<file path="config.mk">
export PLATFORM = sky130hd
export DESIGN_NAME = display_flag_sequencer
export DESIGN_NICKNAME = d
export VERILOG_FILES = /design/src/rtl/display_flag_sequencer.sv
export SDC_FILE = /design/constraint.sdc
export NUM_CORES = 1
export LEC_CHECK = 0
export CAP_MARGIN = 20
export CORE_UTILIZATION = 50
export CTS_CLUSTER_SIZE = 40
export DETAILED_ROUTE_END_ITERATION = 12
export PLACE_DENSITY_LB_ADDON = 0.15
export SETUP_SLACK_MARGIN = 0.4
export SYNTH_ARGS = -nofsm -noshare
export SYNTH_HDL_FRONTEND = slang
export SYNTH_SLANG_ARGS = --single-unit
</file>
<file path="constraint.sdc">
create_clock -name clk -period 4.8 [get_ports clk]
set_input_delay 1.2 -clock clk [delete_from_list [all_inputs] [get_ports clk]]
set_output_delay 1.2 -clock clk [all_outputs]
set_load 0.01 [all_outputs]
</file>
<file path="src/rtl/display_flag_sequencer.sv">
// display_flag_sequencer: round-robin scheduler driving the display `flag` mode select with fixed dwell/gap timing.
// Optional macro AUTO_CYCLE_EN: with no requests, idle behaves as if req[rr_ptr] were asserted (free-running cycle).
module display_flag_sequencer #(
    parameter int DWELL_CYCLES = 100,
    parameter int GAP_CYCLES   = 100,
    parameter int CNT_W        = 16
) (
    input  logic       clk,
    input  logic       rst_n,
    input  logic [2:0] req,
    input  logic       abort,
    output logic [2:0] flag,
    output logic [2:0] grant,
    output logic       busy,
    output logic       mode_done
);
    typedef enum logic [1:0] {IDLE, ACTIVE, GAP} state_t;
    localparam logic [CNT_W-1:0] DWELL_LOAD = CNT_W'(DWELL_CYCLES - 1);
    localparam logic [CNT_W-1:0] GAP_LOAD = (GAP_CYCLES > 0) ? CNT_W'(GAP_CYCLES - 1) : '0;
    state_t state;
    logic [CNT_W-1:0] cnt;
    logic [1:0] rr_ptr, p1, p2, sel, sel_nxt;
    logic [2:0] eff_req;
`ifdef AUTO_CYCLE_EN
    assign eff_req = (req != 3'b000) ? req : 3'b001 << rr_ptr;
`else
    assign eff_req = req;
`endif
    // Search order rr_ptr, rr_ptr+1, rr_ptr+2 (mod 3); the last candidate is the fallback.
    always_comb begin
        p1 = (rr_ptr == 2'd2) ? 2'd0 : rr_ptr + 2'd1;
        p2 = (p1 == 2'd2) ? 2'd0 : p1 + 2'd1;
        sel = eff_req[rr_ptr] ? rr_ptr : eff_req[p1] ? p1 : p2;
        sel_nxt = (sel == 2'd2) ? 2'd0 : sel + 2'd1;
    end
    always_ff @(posedge clk or negedge rst_n) begin
        if (!rst_n) begin
            state <= IDLE;
            flag <= 3'd0;
            grant <= 3'd0;
            busy <= 1'b0;
            mode_done <= 1'b0;
            cnt <= '0;
            rr_ptr <= 2'd0;
        end else begin
            mode_done <= 1'b0;
            case (state)
                IDLE: if (eff_req != 3'b000) begin
                    state <= ACTIVE;
                    flag <= {1'b0, sel} + 3'd1;
                    grant <= 3'b001 << sel;
                    busy <= 1'b1;
                    cnt <= DWELL_LOAD;
                    rr_ptr <= sel_nxt;
                end
                ACTIVE: if (abort || cnt == '0) begin
                    mode_done <= !abort;
                    flag <= 3'd0;
                    grant <= 3'd0;
                    state <= (GAP_CYCLES > 0) ? GAP : IDLE;
                    busy <= (GAP_CYCLES > 0);
                    cnt <= GAP_LOAD;
                end else begin
                    cnt <= cnt - CNT_W'(1);
                end
                GAP: if (cnt == '0) begin
                    state <= IDLE;
                    busy <= 1'b0;
                end else begin
                    cnt <= cnt - CNT_W'(1);
                end
                default: state <= IDLE;
            endcase
        end
    end
endmodule

</file>
* After elaboration in Yosys (flattened, before gate mapping)
Cells that the tools add are included.
** Operators by class
- $add $sub $neg :: 5
- Order comparisons :: 2
- Equal/unequal tests :: 9
- Shifts and indexed selects :: 1
- Mux-type cells :: 28
- Reduce and logical (&&, ||, !) cells :: 12
** Operator list (number)
- $mux 16 :: 3
- $pmux 16 s3 :: 1
- $logic_not 16->1 :: 1
- $mux 2 :: 8
- $sub 16x1->16 const B :: 1
- $pmux 3 s2 :: 2
- $mux 3 :: 3
- $reduce_and 3->1 :: 3
- $eq 2x2->1 const B :: 4
- $ne 2x2->1 const B :: 4
- $mux 1 :: 7
- $add 2x1->2 const B :: 3
- $lt 2x3->1 const B :: 2
- $pmux 2 s3 :: 1
- $reduce_bool 3->1 :: 2
- $bmux 1 s2 :: 2
- $reduce_and 4->1 :: 1
- $add 2x1->3 const B :: 1
- $pmux 1 s3 :: 1
- $shl 1x2->3 const A :: 1
- $eq 2x1->1 const B :: 1
- $logic_not 2->1 :: 1
- $reduce_and 2->1 :: 1
- $reduce_bool 2->1 :: 1
- other kinds (2) :: 2
** Word-level totals
- Register bits after elaboration :: 28
- Input port bits :: 6
- Output and inout port bits :: 8
- Logic and storage cells :: 64

* Depth between registers and ports, before layout
- Depth after elaboration :: 9
- Mapped depth :: 8
- Mapped depth without buffers :: 7

* Worst setup path after synthesis
No wires, ideal clock.
- Kind :: input to register
- Start :: input req[0]
- End :: register cnt[7]
- Setup time :: 77 ps
- Data arrival time :: 2350 ps
- Required time :: 4723 ps
- Slack :: 2373 ps
- Stages :: 6
- Path buffers :: 1
- Cell sequence :: nor3_1 a21oi_1 buf_2 nand2_1 or4_1 a21oi_1
** Between the ends
- Word-level cells in the longest chain between the ends :: 3
** RTL lines
- from (decl) :: RTL line 10 : input logic [2:0] req,
- $reduce_bool 3->1 :: RTL line 48 : IDLE: if (eff_req != 3'b000) begin
- $ne 2x2->1 (no line)
- $reduce_and 3->1 (no line)
- to (signal assigned) :: RTL line 64 : cnt <= cnt - CNT_W'(1);
- to (signal assigned) :: RTL line 70 : cnt <= cnt - CNT_W'(1);
- to (decl) :: RTL line 21 : logic [CNT_W-1:0] cnt;
Every way passes these cells.
A chain may end at the register's enable or synchronous reset.

* Worst setup path after layout
- Start :: input req[0]
- End :: register cnt[15]
Same word-level chain as after synthesis.

==> results.rst <==
.. list-table::
   :header-rows: 1

   * - Metric
     - Value
   * - Most frequent cells in the layout
     - sky130_fd_sc_hd__dfrtp_1, sky130_fd_sc_hd__nor2_1, sky130_fd_sc_hd__clkdlybuf4s50_1
   * - Number of warnings issued by yosys
     - 0
   * - VDD IR-drop max
     - 0.000322 V
   * - Clk sinks
     - 28
   * - Number of CTS-inserted buffers
     - 3
   * - Reg2Reg Launch Point
     - state[0]$_DFFE_PN0P_
   * - Sw power
     - 0.443 mW
   * - Commonest non-fill, non-tap cell in the layout
     - sky130_fd_sc_hd__dfrtp_1
   * - Dpl ws
     - 1220 ps
   * - Clk pin slew, worst setup/hold paths
     - 150 ps
   * - Crit path DAT
     - 3550 ps
   * - Port-buffer cells
     - 13
   * - PD cells
     - 552 nW/um^2
   * - Number of fillers in the final layout
     - 273
   * - Timing endpoint of the critical path
     - cnt[15]$_DFFE_PN0P_
   * - Synth unique cells
     - 37
   * - Required time of the critical path
     - 5070 ps
   * - Result of the run
     - finished, final reports clean
   * - Relative max-transition margin
     - 48.6%
   * - Least setup slack across all paths after layout
     - 1520 ps
   * - Endpoint of the most critical register-to-register path
     - cnt[15]$_DFFE_PN0P_
   * - Gp weighted congestion
     - 0.883
   * - Minimum period implied by the final worst setup slack
     - 3280 ps
   * - Number of buffers inserted by hold repair at cts
     - 0
   * - Post-detailed-route DRC marker count
     - 0
   * - Met3 routed wirelength
     - 89 um
   * - Routed WL per cell
     - 15.1 um
   * - Hold WC Path Type
     - flop to flop
   * - Final worst-path cycle share
     - 68.4%
   * - Cell area after placement
     - 1810 um^2
   * - Post-CTS Repair Setup Buffers
     - 0
   * - Number of placed instances with taps included
     - 216
   * - Count of antenna diodes in the layout
     - 0
   * - Count of TritonRoute iterations in the first routing pass
     - 4
   * - Metal1 wirelength
     - 1.52 mm
   * - Cells on worst reg2reg path
     - 6
   * - Post-synthesis to final-layout area growth
     - 14.3%
   * - Share of power burned in combinational logic
     - 53.5%
   * - Startpoint Class
     - input port
   * - Core Region
     - 3080 um^2
   * - CTS Root Buffer Type
     - sky130_fd_sc_hd__clkbuf_4
   * - Clk_lat worst skew
     - 330 ps
   * - Top routing layer used
     - met4
   * - Unrepaired setup endpoints after global routing
     - no
   * - Post-synthesis net count
     - 179
   * - Synth Instances
     - 161
   * - Final Slew Violations
     - 0
   * - Total leakage power
     - 0.817 nW
   * - Power Internal
     - 0.592 mW
   * - Total power
     - 1.04 mW
   * - Reg2Reg Setup Slack
     - 2280 ps
   * - Number of I/O pins
     - 14
   * - CTS tree
     - built
   * - Chip height
     - 59.3 um
   * - Critical Path Start
     - req[0]
   * - Die Area
     - 3520 um^2
   * - Number of global-route vias before repair
     - 1243
   * - Total number of nets in the final design
     - 196
   * - Violation count after the first detailed-routing iteration
     - 68
   * - Post-synthesis instance area
     - 1640 um^2
   * - Die X-Extent
     - 59.3 um
   * - Synthesized flop and latch total
     - 28
   * - First-pass GRT wire length
     - 5.57 mm
   * - Row count
     - 20
   * - Dpl hpwl
     - 2.45 mm
   * - Switching power share of the total
     - 42.8%
   * - Clock Power Share
     - 11.1%
   * - Number of nets with antenna violations after routing
     - 0
   * - Final Hold Viols
     - 0
   * - Sum of overflow across all layers after global routing
     - 0
   * - Vias per std cell
     - 5.81
   * - Max Root-Sink Buffers
     - 2
   * - Overall routing resource usage
     - 21.0%
   * - Post-Syn Area per Cell
     - 10.2 um^2
   * - Largest net degree at the start of global routing
     - 23
   * - Worst hold slack across all endpoints
     - 523 ps
   * - Transition at the pin with the smallest max-transition slack
     - 771 ps
   * - Max Fanout on Critical Path
     - 11
   * - Overall routed net length
     - 3.34 mm
   * - Worst Setup Path Type
     - input port to flop
   * - Effective utilization at floorplan
     - 53.3%
   * - Sequential-to-total area share from yosys stat
     - 42.7%
   * - Number of gates resized after CTS
     - 0
   * - Portion of total power attributed to sequential cells
     - 35.4%
   * - Final Core Density
     - 61.0%
   * - Vias
     - 1285
   * - H-tree level count
     - 1
   * - Share of final-layout standard cells stronger than drive strength 1
     - 11.3%
   * - Final-report setup violation count
     - 0
   * - Max Clk Rate
     - 305 MHz
   * - Non-filler cells, final
     - 221
   * - # Max-Cap Violations
     - 0
   * - Final instance area
     - 1880 um^2
   * - Critical Path Sink Type
     - flop
   * - TNS Setup
     - 0 ps
   * - Largest clock skew in the final design
     - 2.90 ps
   * - Metal2 WL
     - 1.68 mm
   * - Initial antenna violation count
     - 0
sequential cells by signal, summed over array words and instances, names as in the netlist:
register,cells
rr_ptr,2
cnt,16
state,2
grant,3
flag,3
mode_done,1
busy,1
cell families (layout without fill, tap and decap cells):
kind of cell / count (synthesis) / after routing / share of synthesized area [%]
AOI/OAI and AO/OA: 42 / 42 / 17.0
adders and majority gates: 12 / 12 / 9.15
and+or+nand+nor: 60 / 60 / 22.9
DFF: 28 / 28 / 42.7
buffers and inverters: 10 / 26 / 2.90
muxes: 4 / 4 / 2.74
xor gates and xnor gates: 5 / 5 / 2.67
power groups by stage:
stage	registers [mW]	logic, mW	clock network (mW)
finish	0.366	0.554	0.115
CTS	0.366	0.552	0.121
global route	0.379	0.616	0.131
detailed placement	0.370	0.550	0
global placement	0.367	0.533	0
floorplan	0.367	0.407	0
cell type report:
class	instances	area, um^2	area share, %
Clock buffer	4	36.3	1.93
Inverter	7	26.3	1.40
Multi-Input combinational cell	123	893	47.6
Sequential cell	28	701	37.3
Tap cell	44	55.1	2.93
Timing Repair Buffer	15	165	8.80
how the worst min path moves through the flow:
stage | endpoint | cells after the start | slack, ps | startpoint
finish | grant[1]$_DFFE_PN0P_ | 1 | 520 | grant[1]$_DFFE_PN0P_
global placement | flag[1]$_DFFE_PN0P_ | 1 | 490 | flag[1]$_DFFE_PN0P_
floorplan | cnt[0]$_DFFE_PN0P_ | 1 | 500 | cnt[0]$_DFFE_PN0P_
global route | flag[1]$_DFFE_PN0P_ | 1 | 560 | flag[1]$_DFFE_PN0P_
CTS | grant[1]$_DFFE_PN0P_ | 1 | 530 | grant[1]$_DFFE_PN0P_
detailed placement | grant[1]$_DFFE_PN0P_ | 1 | 490 | grant[1]$_DFFE_PN0P_
synth_stat cells (all sizes together):
cell | n | area (um^2)
o21a | 3 | 22.5
nor3b | 1 | 7.51
nor2 | 14 | 52.6
inv | 7 | 26.3
dfrtp | 28 | 701
ha | 12 | 150
nand3 | 5 | 25.0
or2 | 3 | 18.8
nor3 | 2 | 10.0
and4 | 1 | 10.0
o211ai | 2 | 15.0
nand2 | 8 | 30.0
a22o | 7 | 61.3
or4 | 5 | 37.5
buf | 3 | 21.3
o21ai | 5 | 25.0
and2 | 3 | 20.0
nand4 | 5 | 37.5
a21o | 1 | 7.51
nand4b | 1 | 8.76
a211oi | 1 | 7.51
nor4 | 3 | 55.1
xor2 | 5 | 43.8
a31oi | 3 | 18.8
nor2b | 2 | 12.5
or3 | 3 | 18.8
mux2 | 4 | 45.0
o31ai | 6 | 45.0
a2bb2oi | 1 | 8.76
nand2b | 3 | 18.8
and4bb | 1 | 12.5
a22oi | 1 | 7.51
a21oi | 12 | 60.1
critical path, cell delays in order:
cell and delay (ps):
sky130_fd_sc_hd__clkdlybuf4s50_1 520, sky130_fd_sc_hd__nor3_1 100, sky130_fd_sc_hd__a21oi_1 630, sky130_fd_sc_hd__nand3_1 360, sky130_fd_sc_hd__or4_1 570, sky130_fd_sc_hd__a21oi_1 160
metal layers:
metal | vias to the layer above | track usage [%]
met2 | 20 | 35.5
met5 | - | 0
li1 | 625 | -
met1 | 635 | 27.5
met3 | 5 | 2.84
met4 | 0 | 7.82
Note: power is estimated with default switching activity, not from simulation.
